==> src/rtl/bavul_pkg.sv <==
// Shared types, default constants and helpers for the baggage check-in unit.
package bavul_pkg;

  // Controller states of the check-in unit.
  typedef enum logic [1:0] {
    BOS    = 2'd0,
    HESAP  = 2'd1,
    SONUC  = 2'd2,
    KAPALI = 2'd3
  } durum_t;

  // Default parameter values for one flight.
  localparam int VARS_AGIRLIK_W   = 6;
  localparam int VARS_UCRET_W     = 8;
  localparam int VARS_YUK_W       = 12;
  localparam int VARS_SABIT_UCRET = 45;
  localparam int VARS_ESIK        = 60;
  localparam int VARS_BOLEN       = 20;
  localparam int VARS_KAPASITE    = 3000;
  localparam int VARS_MAX_YOLCU   = 50;

  // Clamp a value to the largest number representable in 'genislik' bits.
  function automatic logic [31:0] doyur(input logic [31:0] deger, input int genislik);
    logic [31:0] tavan;
    if (genislik >= 32) begin
      tavan = 32'hFFFF_FFFF;
    end else begin
      tavan = (32'd1 << genislik) - 32'd1;
    end
    return (deger > tavan) ? tavan : deger;
  endfunction

endpackage

==> src/rtl/bavul_kabul_seri_bolucu.sv <==
// Fixed-latency restoring divider, one quotient bit per clock.
// The first bit is produced on the start edge, so the result is ready
// BOLUNEN_W edges after start and 'bitti_o' pulses in that cycle.
module seri_bolucu #(
  parameter int BOLUNEN_W = 12,
  parameter int BOLEN_W   = 5
) (
  input  logic                 saat,
  input  logic                 reset,
  input  logic                 basla_i,
  input  logic [BOLUNEN_W-1:0] bolunen_i,
  input  logic [BOLEN_W-1:0]   bolen_i,
  output logic [BOLUNEN_W-1:0] bolum_o,
  output logic                 bitti_o
);

  localparam int SAYAC_W = $clog2(BOLUNEN_W + 1);

  logic [BOLUNEN_W-1:0] bolum_q, bolum_d;
  logic [BOLEN_W-1:0]   kalan_q, kalan_d;
  logic [SAYAC_W-1:0]   sayac_q, sayac_d;
  logic                 mesgul_q, mesgul_d;
  logic                 bitti_q, bitti_d;

  logic [BOLUNEN_W-1:0] kaynakBolum;
  logic [BOLEN_W-1:0]   kaynakKalan;
  logic [BOLEN_W:0]     kaydir;
  logic                 sigar;
  logic [BOLEN_W-1:0]   adimKalan;
  logic [BOLUNEN_W-1:0] adimBolum;

  // One restoring step: a start restarts from a zero remainder and the new dividend.
  always_comb begin
    kaynakKalan = basla_i ? '0 : kalan_q;
    kaynakBolum = basla_i ? bolunen_i : bolum_q;
    kaydir      = {kaynakKalan, kaynakBolum[BOLUNEN_W-1]};
    sigar       = (kaydir >= {1'b0, bolen_i});
    adimKalan   = sigar ? BOLEN_W'(kaydir - {1'b0, bolen_i}) : kaydir[BOLEN_W-1:0];
    adimBolum   = {kaynakBolum[BOLUNEN_W-2:0], sigar};
  end

  // Sequencing: load on start, step while busy, pulse done after the last bit.
  always_comb begin
    bolum_d  = bolum_q;
    kalan_d  = kalan_q;
    sayac_d  = sayac_q;
    mesgul_d = mesgul_q;
    bitti_d  = 1'b0;
    if (basla_i) begin
      bolum_d  = adimBolum;
      kalan_d  = adimKalan;
      sayac_d  = SAYAC_W'(BOLUNEN_W - 1);
      mesgul_d = 1'b1;
    end else if (mesgul_q) begin
      bolum_d = adimBolum;
      kalan_d = adimKalan;
      sayac_d = sayac_q - SAYAC_W'(1);
      if (sayac_q == SAYAC_W'(1)) begin
        mesgul_d = 1'b0;
        bitti_d  = 1'b1;
      end
    end
  end

  // Divider state registers; an asynchronous reset abandons any division.
  always_ff @(posedge saat or posedge reset) begin
    if (reset) begin
      bolum_q  <= '0;
      kalan_q  <= '0;
      sayac_q  <= '0;
      mesgul_q <= 1'b0;
      bitti_q  <= 1'b0;
    end else begin
      bolum_q  <= bolum_d;
      kalan_q  <= kalan_d;
      sayac_q  <= sayac_d;
      mesgul_q <= mesgul_d;
      bitti_q  <= bitti_d;
    end
  end

  assign bolum_o = bolum_q;
  assign bitti_o = bitti_q;

endmodule

==> src/rtl/bavul_kabul.sv <==
// Baggage check-in unit for one flight: accepts bags, tracks hold load and
// passenger count, computes the bag fee and closes the flight on demand or
// when the passenger limit is reached.
module bavul_kabul
  import bavul_pkg::*;
#(
  parameter int AGIRLIK_W   = VARS_AGIRLIK_W,
  parameter int UCRET_W     = VARS_UCRET_W,
  parameter int YUK_W       = VARS_YUK_W,
  parameter int SABIT_UCRET = VARS_SABIT_UCRET,
  parameter int ESIK        = VARS_ESIK,
  parameter int BOLEN       = VARS_BOLEN,
  parameter int KAPASITE    = VARS_KAPASITE,
  parameter int MAX_YOLCU   = VARS_MAX_YOLCU
) (
  input  logic                               saat,
  input  logic                               reset,
  input  logic                               basla,
  input  logic [AGIRLIK_W-1:0]               agirlik,
  input  logic                               kapat,
  output logic                               hazir,
  output logic [UCRET_W-1:0]                 ucret,
  output logic                               bitti,
  output logic                               red,
  output logic                               kapandi,
  output logic [YUK_W-1:0]                   toplam_yuk,
  output logic [$clog2(MAX_YOLCU+1)-1:0]     yolcu_sayisi
);

  localparam int YOLCU_W   = $clog2(MAX_YOLCU + 1);
  localparam int BOLUNEN_W = 2 * AGIRLIK_W;
  localparam int BOLEN_W   = $clog2(BOLEN + 1);
  localparam logic [BOLEN_W-1:0] BOLEN_SABIT = BOLEN_W'(BOLEN);

  durum_t               durum_q, durum_d;
  logic [YUK_W-1:0]     yuk_q, yuk_d;
  logic [YOLCU_W-1:0]   yolcu_q, yolcu_d;
  logic [UCRET_W-1:0]   ucret_q, ucret_d;
  logic                 red_q, red_d;
  logic                 bitti_q, bitti_d;
  logic                 kapat_q, kapat_d;
  logic                 duz_q, duz_d;
  logic                 ret_q, ret_d;

  logic [YUK_W:0]       yeni;
  logic                 kapanis;
  logic                 bolBasla;
  logic                 bolBitti;
  logic [BOLUNEN_W-1:0] bolunen;
  logic [BOLUNEN_W-1:0] bolum;

  assign yeni    = {1'b0, yuk_q} + (YUK_W + 1)'(agirlik);
  assign bolunen = BOLUNEN_W'(agirlik) * BOLUNEN_W'(agirlik);

  seri_bolucu #(
    .BOLUNEN_W (BOLUNEN_W),
    .BOLEN_W   (BOLEN_W)
  ) u_bolucu (
    .saat      (saat),
    .reset     (reset),
    .basla_i   (bolBasla),
    .bolunen_i (bolunen),
    .bolen_i   (BOLEN_SABIT),
    .bolum_o   (bolum),
    .bitti_o   (bolBitti)
  );

  // Controller: accept/reject in BOS, wait for the divider, publish the
  // result on leaving SONUC, and latch close requests arriving mid-bag.
  always_comb begin
    durum_d  = durum_q;
    yuk_d    = yuk_q;
    yolcu_d  = yolcu_q;
    ucret_d  = ucret_q;
    red_d    = red_q;
    bitti_d  = 1'b0;
    kapat_d  = kapat_q;
    duz_d    = duz_q;
    ret_d    = ret_q;
    bolBasla = 1'b0;
    kapanis  = kapat_q || kapat || (yolcu_q == YOLCU_W'(MAX_YOLCU));
    case (durum_q)
      BOS: begin
        if (kapat) begin
          durum_d = KAPALI;
        end else if (basla) begin
          if (yeni > (YUK_W + 1)'(KAPASITE)) begin
            ret_d   = 1'b1;
            durum_d = SONUC;
          end else begin
            ret_d    = 1'b0;
            yuk_d    = yeni[YUK_W-1:0];
            yolcu_d  = yolcu_q + YOLCU_W'(1);
            duz_d    = (yeni < (YUK_W + 1)'(ESIK));
            bolBasla = 1'b1;
            durum_d  = HESAP;
          end
        end
      end
      HESAP: begin
        if (kapat) kapat_d = 1'b1;
        if (bolBitti) durum_d = SONUC;
      end
      SONUC: begin
        if (kapat) kapat_d = 1'b1;
        bitti_d = 1'b1;
        red_d   = ret_q;
        if (ret_q) begin
          ucret_d = '0;
        end else if (duz_q) begin
          ucret_d = UCRET_W'(doyur(32'(SABIT_UCRET), UCRET_W));
        end else begin
          ucret_d = UCRET_W'(doyur(32'(bolum), UCRET_W));
        end
        durum_d = kapanis ? KAPALI : BOS;
      end
      KAPALI: begin
        durum_d = KAPALI;
      end
      default: begin
        durum_d = BOS;
      end
    endcase
  end

  // State and output registers; reset clears everything and returns to BOS.
  always_ff @(posedge saat or posedge reset) begin
    if (reset) begin
      durum_q <= BOS;
      yuk_q   <= '0;
      yolcu_q <= '0;
      ucret_q <= '0;
      red_q   <= 1'b0;
      bitti_q <= 1'b0;
      kapat_q <= 1'b0;
      duz_q   <= 1'b0;
      ret_q   <= 1'b0;
    end else begin
      durum_q <= durum_d;
      yuk_q   <= yuk_d;
      yolcu_q <= yolcu_d;
      ucret_q <= ucret_d;
      red_q   <= red_d;
      bitti_q <= bitti_d;
      kapat_q <= kapat_d;
      duz_q   <= duz_d;
      ret_q   <= ret_d;
    end
  end

  assign hazir        = (durum_q == BOS);
  assign kapandi      = (durum_q == KAPALI);
  assign bitti        = bitti_q;
  assign red          = red_q;
  assign ucret        = ucret_q;
  assign toplam_yuk   = yuk_q;
  assign yolcu_sayisi = yolcu_q;

endmodule
==> config.mk <==
export PLATFORM = sky130hd
export DESIGN_NAME = bavul_kabul
export DESIGN_NICKNAME = d
export VERILOG_FILES = /design/src/rtl/bavul_pkg.sv /design/src/rtl/bavul_kabul_seri_bolucu.sv /design/src/rtl/bavul_kabul.sv
export SDC_FILE = /design/constraint.sdc
export NUM_CORES = 1
export LEC_CHECK = 0
export BUFFER_PORTS_ARGS = -buffer_cell sky130_fd_sc_hd__buf_2
export CORE_ASPECT_RATIO = 0.75
export CORE_MARGIN = 2
export CORE_UTILIZATION = 54
export DETAILED_ROUTE_END_ITERATION = 8
export PLACE_DENSITY = 0.76
export SYNTH_ARGS = -nofsm -noshare
export SYNTH_HDL_FRONTEND = slang
export SYNTH_SLANG_ARGS = --single-unit
==> constraint.sdc <==
create_clock -name saat -period 3.3 [get_ports saat]
set_input_delay 0.495 -clock saat [delete_from_list [all_inputs] [get_ports saat]]
set_output_delay 0.495 -clock saat [all_outputs]
set_load 0.005 [all_outputs]
After elaboration in Yosys (flattened, before gate mapping)

Cells that the tools add are included.

Logic and storage cells: 74
Output and inout port bits: 30
Flip-flop bits (word level): 56
Input port bits: 10

Multiplexer cells: 33
Bitwise logic cells: 2
$mul: 1
Equality and inequality tests: 7
Reduce and logical (&&, ||, !) cells: 9
$add $sub $neg: 4
Order comparisons: 4

Operator list:

| cell                                                                           | number |
|---|---|
| 32-bit 2-to-1 mux                                                              | 3 |
| 12-bit 2-to-1 mux                                                              | 3 |
| 12-bit by 32-bit > comparator with 1-bit output                                | 1 |
| 8-bit 2-to-1 mux                                                               | 3 |
| 5-bit 2-to-1 mux                                                               | 4 |
| 12-bit by 6-bit adder with 13-bit output                                       | 1 |
| 13-bit by 12-bit > comparator with 1-bit output (second input constant)        | 1 |
| 13-bit by 6-bit less-than comparator with 1-bit output (second input constant) | 1 |
| 6-bit by 6-bit multiplier with 12-bit output                                   | 1 |
| 1-bit 2-to-1 mux                                                               | 12 |
| 2-bit 2-to-1 mux                                                               | 5 |
| 4-bit 2-to-1 mux                                                               | 2 |
| 2-bit case mux with 4 select lines                                             | 1 |
| 6-bit by 1-bit adder with 6-bit output (second input constant)                 | 1 |
| 6-bit == test (second input constant)                                          | 1 |
| 6-bit by 5-bit >= comparator with 1-bit output (second input constant)         | 1 |
| 5-bit subtractor (second input constant)                                       | 1 |
| 2-bit == test (second input constant)                                          | 2 |
| 4-bit by 1-bit == test with 1-bit output (second input constant)               | 1 |
| 2-bit AND reduction                                                            | 2 |
| 4-bit AND reduction                                                            | 1 |
| 4-bit by 1-bit subtractor with 4-bit output (second input constant)            | 1 |
| 3-bit inequality test (second input constant)                                  | 1 |
| 3-bit AND reduction                                                            | 1 |
| 7 further kinds                                                                | 9 |

Longest topological paths before layout

Depth after elaboration: 11
Mapped depth: 16
Mapped depth without buffers: 16

By module

A second synthesis with hierarchy kept.

Cell total of the unflattened synthesis: 431
Area total of the unflattened synthesis: 4103.9 um^2

Modules (own cells, without submodules):

| module      | cells each | instances | sequential area each (um^2) | area an instance (um^2) |
|---|---|---|---|---|
| bavul_kabul | 292        | 1         | 825.8                       | 2746.4 |
| seri_bolucu | 139        | 1         | 575.6                       | 1357.6 |

Worst setup path after synthesis

OpenSTA, ideal clock, no wires.

Kind: input-to-reg
Start point: input port agirlik[0]
End point: register u_bolucu.kalan_q[0]
Cell stages on the path: 14
Path slack: -0.463 ns
Data required time: 3.166 ns
Buffers on the path: 0
Arrival: 3.629 ns
Setup time: 0.134 ns
Cells stage by stage: and2_1 -> fa_1 -> inv_1 -> fa_1 -> fa_1 -> inv_1 -> ha_1 -> a21o_1 -> a21oi_1 -> o21ai_0 -> o41ai_1 -> xor2_1 -> nand2_1 -> o21ai_0

Cells in the longest elaborated chain, start to end: 11
Elaborated cells on any way between the ends: 15
Classes of those cells: add/sub (2); mul (1); order compare (2); mux (9); reduce/logical (1)

Ends and longest elaborated chain:

| item                                                                               | RTL line                                                     | text |
|---|---|---|
| start: declaration                                                                 | bavul_kabul.sv:19                                            | `input logic [AGIRLIK_W-1:0] agirlik,` |
| 12-bit by 6-bit adder with 13-bit output                                           | bavul_kabul.sv:52                                            | `assign yeni = {1'b0, yuk_q} + (YUK_W + 1)'(agirlik);` |
| 13-bit by 12-bit > comparator with 1-bit output                                    | bavul_kabul.sv:87                                            | `if (yeni > (YUK_W + 1)'(KAPASITE)) begin` |
| 1-bit 2-to-1 mux                                                                   | bavul_kabul.sv:87                                            |  |
| 1-bit 2-to-1 mux                                                                   | bavul_kabul.sv:86                                            | `end else if (basla) begin` |
| 1-bit 2-to-1 mux                                                                   | bavul_kabul.sv:84                                            | `if (kapat) begin` |
| 1-bit 2-to-1 mux                                                                   | bavul_kabul.sv:82                                            | `case (durum_q)` |
| 12-bit 2-to-1 mux or 5-bit 2-to-1 mux (tied branches)                              | bavul_kabul_seri_bolucu.sv:35, bavul_kabul_seri_bolucu.sv:34 |  |
| 5-bit subtractor or 6-bit by 5-bit >= comparator with 1-bit output (tied branches) | bavul_kabul_seri_bolucu.sv:38, bavul_kabul_seri_bolucu.sv:37 |  |
| 5-bit 2-to-1 mux                                                                   | bavul_kabul_seri_bolucu.sv:38                                | `adimKalan = sigar ? BOLEN_W'(kaydir - {1'b0, bolen_i}) : kaydir[BOLEN_W-1:0];` |
| 5-bit 2-to-1 mux                                                                   | bavul_kabul_seri_bolucu.sv:54                                | `end else if (mesgul_q) begin` |
| 5-bit 2-to-1 mux                                                                   | bavul_kabul_seri_bolucu.sv:49                                | `if (basla_i) begin` |
| end signal: assignment                                                             | bavul_kabul_seri_bolucu.sv:75                                | `kalan_q <= kalan_d;` |
| end: declaration                                                                   | bavul_kabul_seri_bolucu.sv:20                                | `logic [BOLEN_W-1:0] kalan_q, kalan_d;` |

Parallel ways exist; a longest one is shown, timed or not. The select of a mux whose other input is x is not followed.
A chain may end at the register's enable or synchronous reset.

Worst setup path in the final report

Start point: input port agirlik[4]
End point: register u_bolucu.kalan_q[0]

The elaborated chain is that of the path after synthesis.

==> summary.md <==
| Metric | Value |
|---|---|
| Gr ovfl total | `0` |
| Clk_lat worst skew | `310 ps` |
| Top post-synthesis cells by area | `dfrtp_1 35%, ha_1 8.8%, xnor2_1 4.9%, fa_1 4.5%, mux2i_1 3.8%` |
| Final RePlAce weighted congestion | `0.850` |
| Initial antenna violation count | `0` |
| # diodes | `0` |
| # H-tree levels | `2` |
| Port bufs | `39` |
| DR vias | `3186` |
| Largest net degree at the start of global routing | `45` |
| EDFF count, synth | `0` |
| Pwr dens | `855 nW/um^2` |
| Final setup viols | `1` |
| Unrepaired setup endpoints after global routing | `true` |
| Slew Limit Fails | `0` |
| Area grow syn2layout | `21.2%` |
| Final WS setup | `-40.2 ps` |
| Critical-path cell list | `buf_6, and2_4, fa_1, inv_2, fa_1, fa_1, inv_2, ha_4, a21o_1, a21oi_2, o21ai_2, o41ai_2, xor2_1, nand2_1, o21ai_2` |
| Slowest cell on the critical path | `fa_1` |
| Most frequent cell on the critical path | `fa_1` |
| #FFs+latches synth | `56` |
| Register area share after synthesis | `35.4%` |
| WP buf/inv | `3` |
| Slowest Stage Delay on Critical Path | `540 ps` |
| Syn_nets | `456` |
| Crit Path Class | `in -> reg` |
| Worst setup EP type | `flip-flop` |
| Total power | `4.11 mW` |
| Chip width | `103 microns` |
| Vias in the first global route | `3140` |
| Status | `complete, but fails checks` |
| FMAX | `299 MHz` |
| Area of the multi-input gates | `2460 sq um` |
| Cell leakage power | `2.32 nW` |
| Clk sink count | `56` |
| Core Rows | `27` |
| Post-layout utilization of the core | `66.4%` |
| DR WL/cell | `14.2 microns` |
| Routed Antenna Nets | `0` |
| Crit start category | `input pin` |
| Worst EP required | `3540 ps` |
| Rel. slew slack | `53.5%` |
| Hold_ws | `284 ps` |
| Vias per cell | `5.44` |
| First-pass GRT wire length | `14600 microns` |
| Crit-path leading delay family | `adder cells` |
| Core Region | `7230 sq um` |
| CTS clk-pin slew, worst paths | `100 ps` |
| Layout cells sized above 1 | `30.9%` |
| FF/Latch Area | `1400 sq um` |
| CP arrival | `3580 ps` |
| Max Buffers Root-to-Sink | `2` |
| Worst R2R Setup Slack | `140 ps` |
| Synthesized instance count | `409` |
| DR iter-0 viols | `149` |
| Nets | `531` |
| CTS Buf Count | `5` |
| Met2 Use GR | `37.5%` |
| Dominant cell by count in the synthesized netlist | `dfrtp_1` |
| Max Cap Viol | `0` |
| Final hold vios | `0` |
| CTS tree | `yes` |
| Top-area cell type share of the netlist area | `35.4%` |
| WL final | `8350 microns` |
| Root Driver | `clkbuf_8` |
| Worst Tran Pin Value | `696 ps` |
| Synth Warn # | `0` |
| GRT Util Overall | `22.4%` |
| Ys flop type | `dfrtp_1` |
| Post-synth cell types | `62` |
| Netlist Area Pre-Place | `3960 sq um` |
| Non-filler cells, final | `586` |
| Pre-antenna DRT Iters | `5` |
| Initial core utilization | `54.8%` |
| DRC | `0` |
| Die height | `78.2 microns` |
| CP max FO | `3` |
| Die ar. | `8040 sq um` |
| Worst VDD drop | `505 uV` |
| Clock skew | `4.46 ps` |
| Syn_area_per_cell | `9.69 sq um` |
| Met3 Resource Use GR | `3.29%` |
| Crit share post-route | `101%` |
| Post-synth top cells | `56 x dfrtp_1, 38 x inv_1, 33 x nand2_1, 30 x nor2_1, 28 x ha_1` |
| I/O Pins | `40` |
| Failing checks | `setup timing` |
| Placed instance count | `576` |
| HP Class | `in -> async` |
| Dpl ws | `-453 ps` |
| Most used routing layer | `met2` |
| Area leader, netlist | `dfrtp_1` |
| Fill count | `584` |
| Post-synth ARST share | `100%` |
| Final Critical Period | `3340 ps` |
| Hpwl dp | `6200 microns` |
| Cts hold-fix bufs | `0` |
| Met1 Usage GRT | `31.4%` |
-- worst reg2reg max path, cell delays in order, from the launching register on --
cell and delay, ps:
dfrtp_1 420, ha_2 210, fa_2 380, a21o_1 220, a22o_1 210, a31oi_1 150, o21ai_1 120, o41a_2 530
nand2b_4 160, ha_4 170, o41ai_2 60, a21oi_1 170, o22ai_1 180, a211oi_2 70
-- final cells by class --
class                   instances  share of cell area, %
inverters                      38                   2.97
flip-flops and latches         56                   29.2
repair buffers                 86                   11.7
well taps                     101                   2.63
clock buffers                   6                   1.51
clock inverters                 2                  0.808
multi-input cells             297                   51.2
-- flip-flops by register name, summed over array words and instances, names as in the netlist, 2 cells and up --
name	count
toplam_yuk	12
u_bolucu.bolum_o	12
ucret	8
yolcu_sayisi	6
u_bolucu.kalan_q	5
u_bolucu.sayac_q	4
durum_q	2
-- layout by cell type (no fill, tap or decap), types with 4 or more instances in the layout --
master,instances
fa_1,8
o21ai_0,11
nor4_1,5
nand3_1,7
mux2_4,6
nand4_1,6
dfrtp_1,56
inv_1,34
and2_1,7
nand2_1,32
a21o_1,5
a21oi_2,4
o21ai_1,11
inv_2,4
buf_2,38
xor2_1,9
mux2i_1,15
a21oi_1,10
ha_1,23
nor2b_1,4
xnor2_1,19
nor2_1,30
nor3_1,4
o211ai_1,5
clkbuf_8,5
mux2_2,5
nand2b_1,6
buf_4,45
-- timing repair --
item / in CTS / in global routing
pin swaps: 9 / 18
endpoints found under the setup margin: 2 / 7
resized for setup: 2 / 16
setup buffers: 1 / 1
-- worst paths after layout --
path / cells past startpoint / from / end
setup / recovery: 15 / agirlik[4] / u_bolucu.kalan_q[0]
hold / removal: 2 / reset / toplam_yuk[5]
setup reg to reg: 13 / toplam_yuk[0] / u_bolucu.kalan_q[3]
hold reg to reg: 1 / kapat_q / kapat_q
max in group asynchronous: 3 / reset / durum_q[1]
min in group saat: 2 / kapat / kapat_q
-- through the flow --
stage,cell area (sq um),TNS (ps)
finish,4800,-40.2
global route,4800,-375
CTS,4710,-82.2
detailed placement,4590,-3340
global placement,4590,-2270
floorplan,4050,-414
-- logic make-up after synthesis --
family | Yosys count | share of synthesized area, %
adder cells (fa/ha/maj) | 37 | 13.4
AND/OR/NAND/NOR | 118 | 14.8
buffers and inverters | 56 | 6.38
AO/OA/AOI/OAI | 85 | 15.8
XOR/XNOR | 31 | 6.85
flip-flops | 56 | 35.4
multiplexers | 26 | 7.49
-- layer usage --
layer / wire [microns] / vias to the layer above
met3: 307 / 7
li1: - / 1568
met1: 3940 / 1540
met5: 0 / -
met4: 59 / 0
met2: 4040 / 71
-- report_power, final --
| group | switching (mW) | internal [mW] | leakage [nW] |
|---|---|---|---|
| Clock | 0.223 | 0.230 | 0.0558 |
| Combinational | 1.13 | 1.22 | 1.58 |
| Sequential | 0.317 | 0.987 | 0.684 |
No activity file was read; power rests on OpenSTA's default activity.
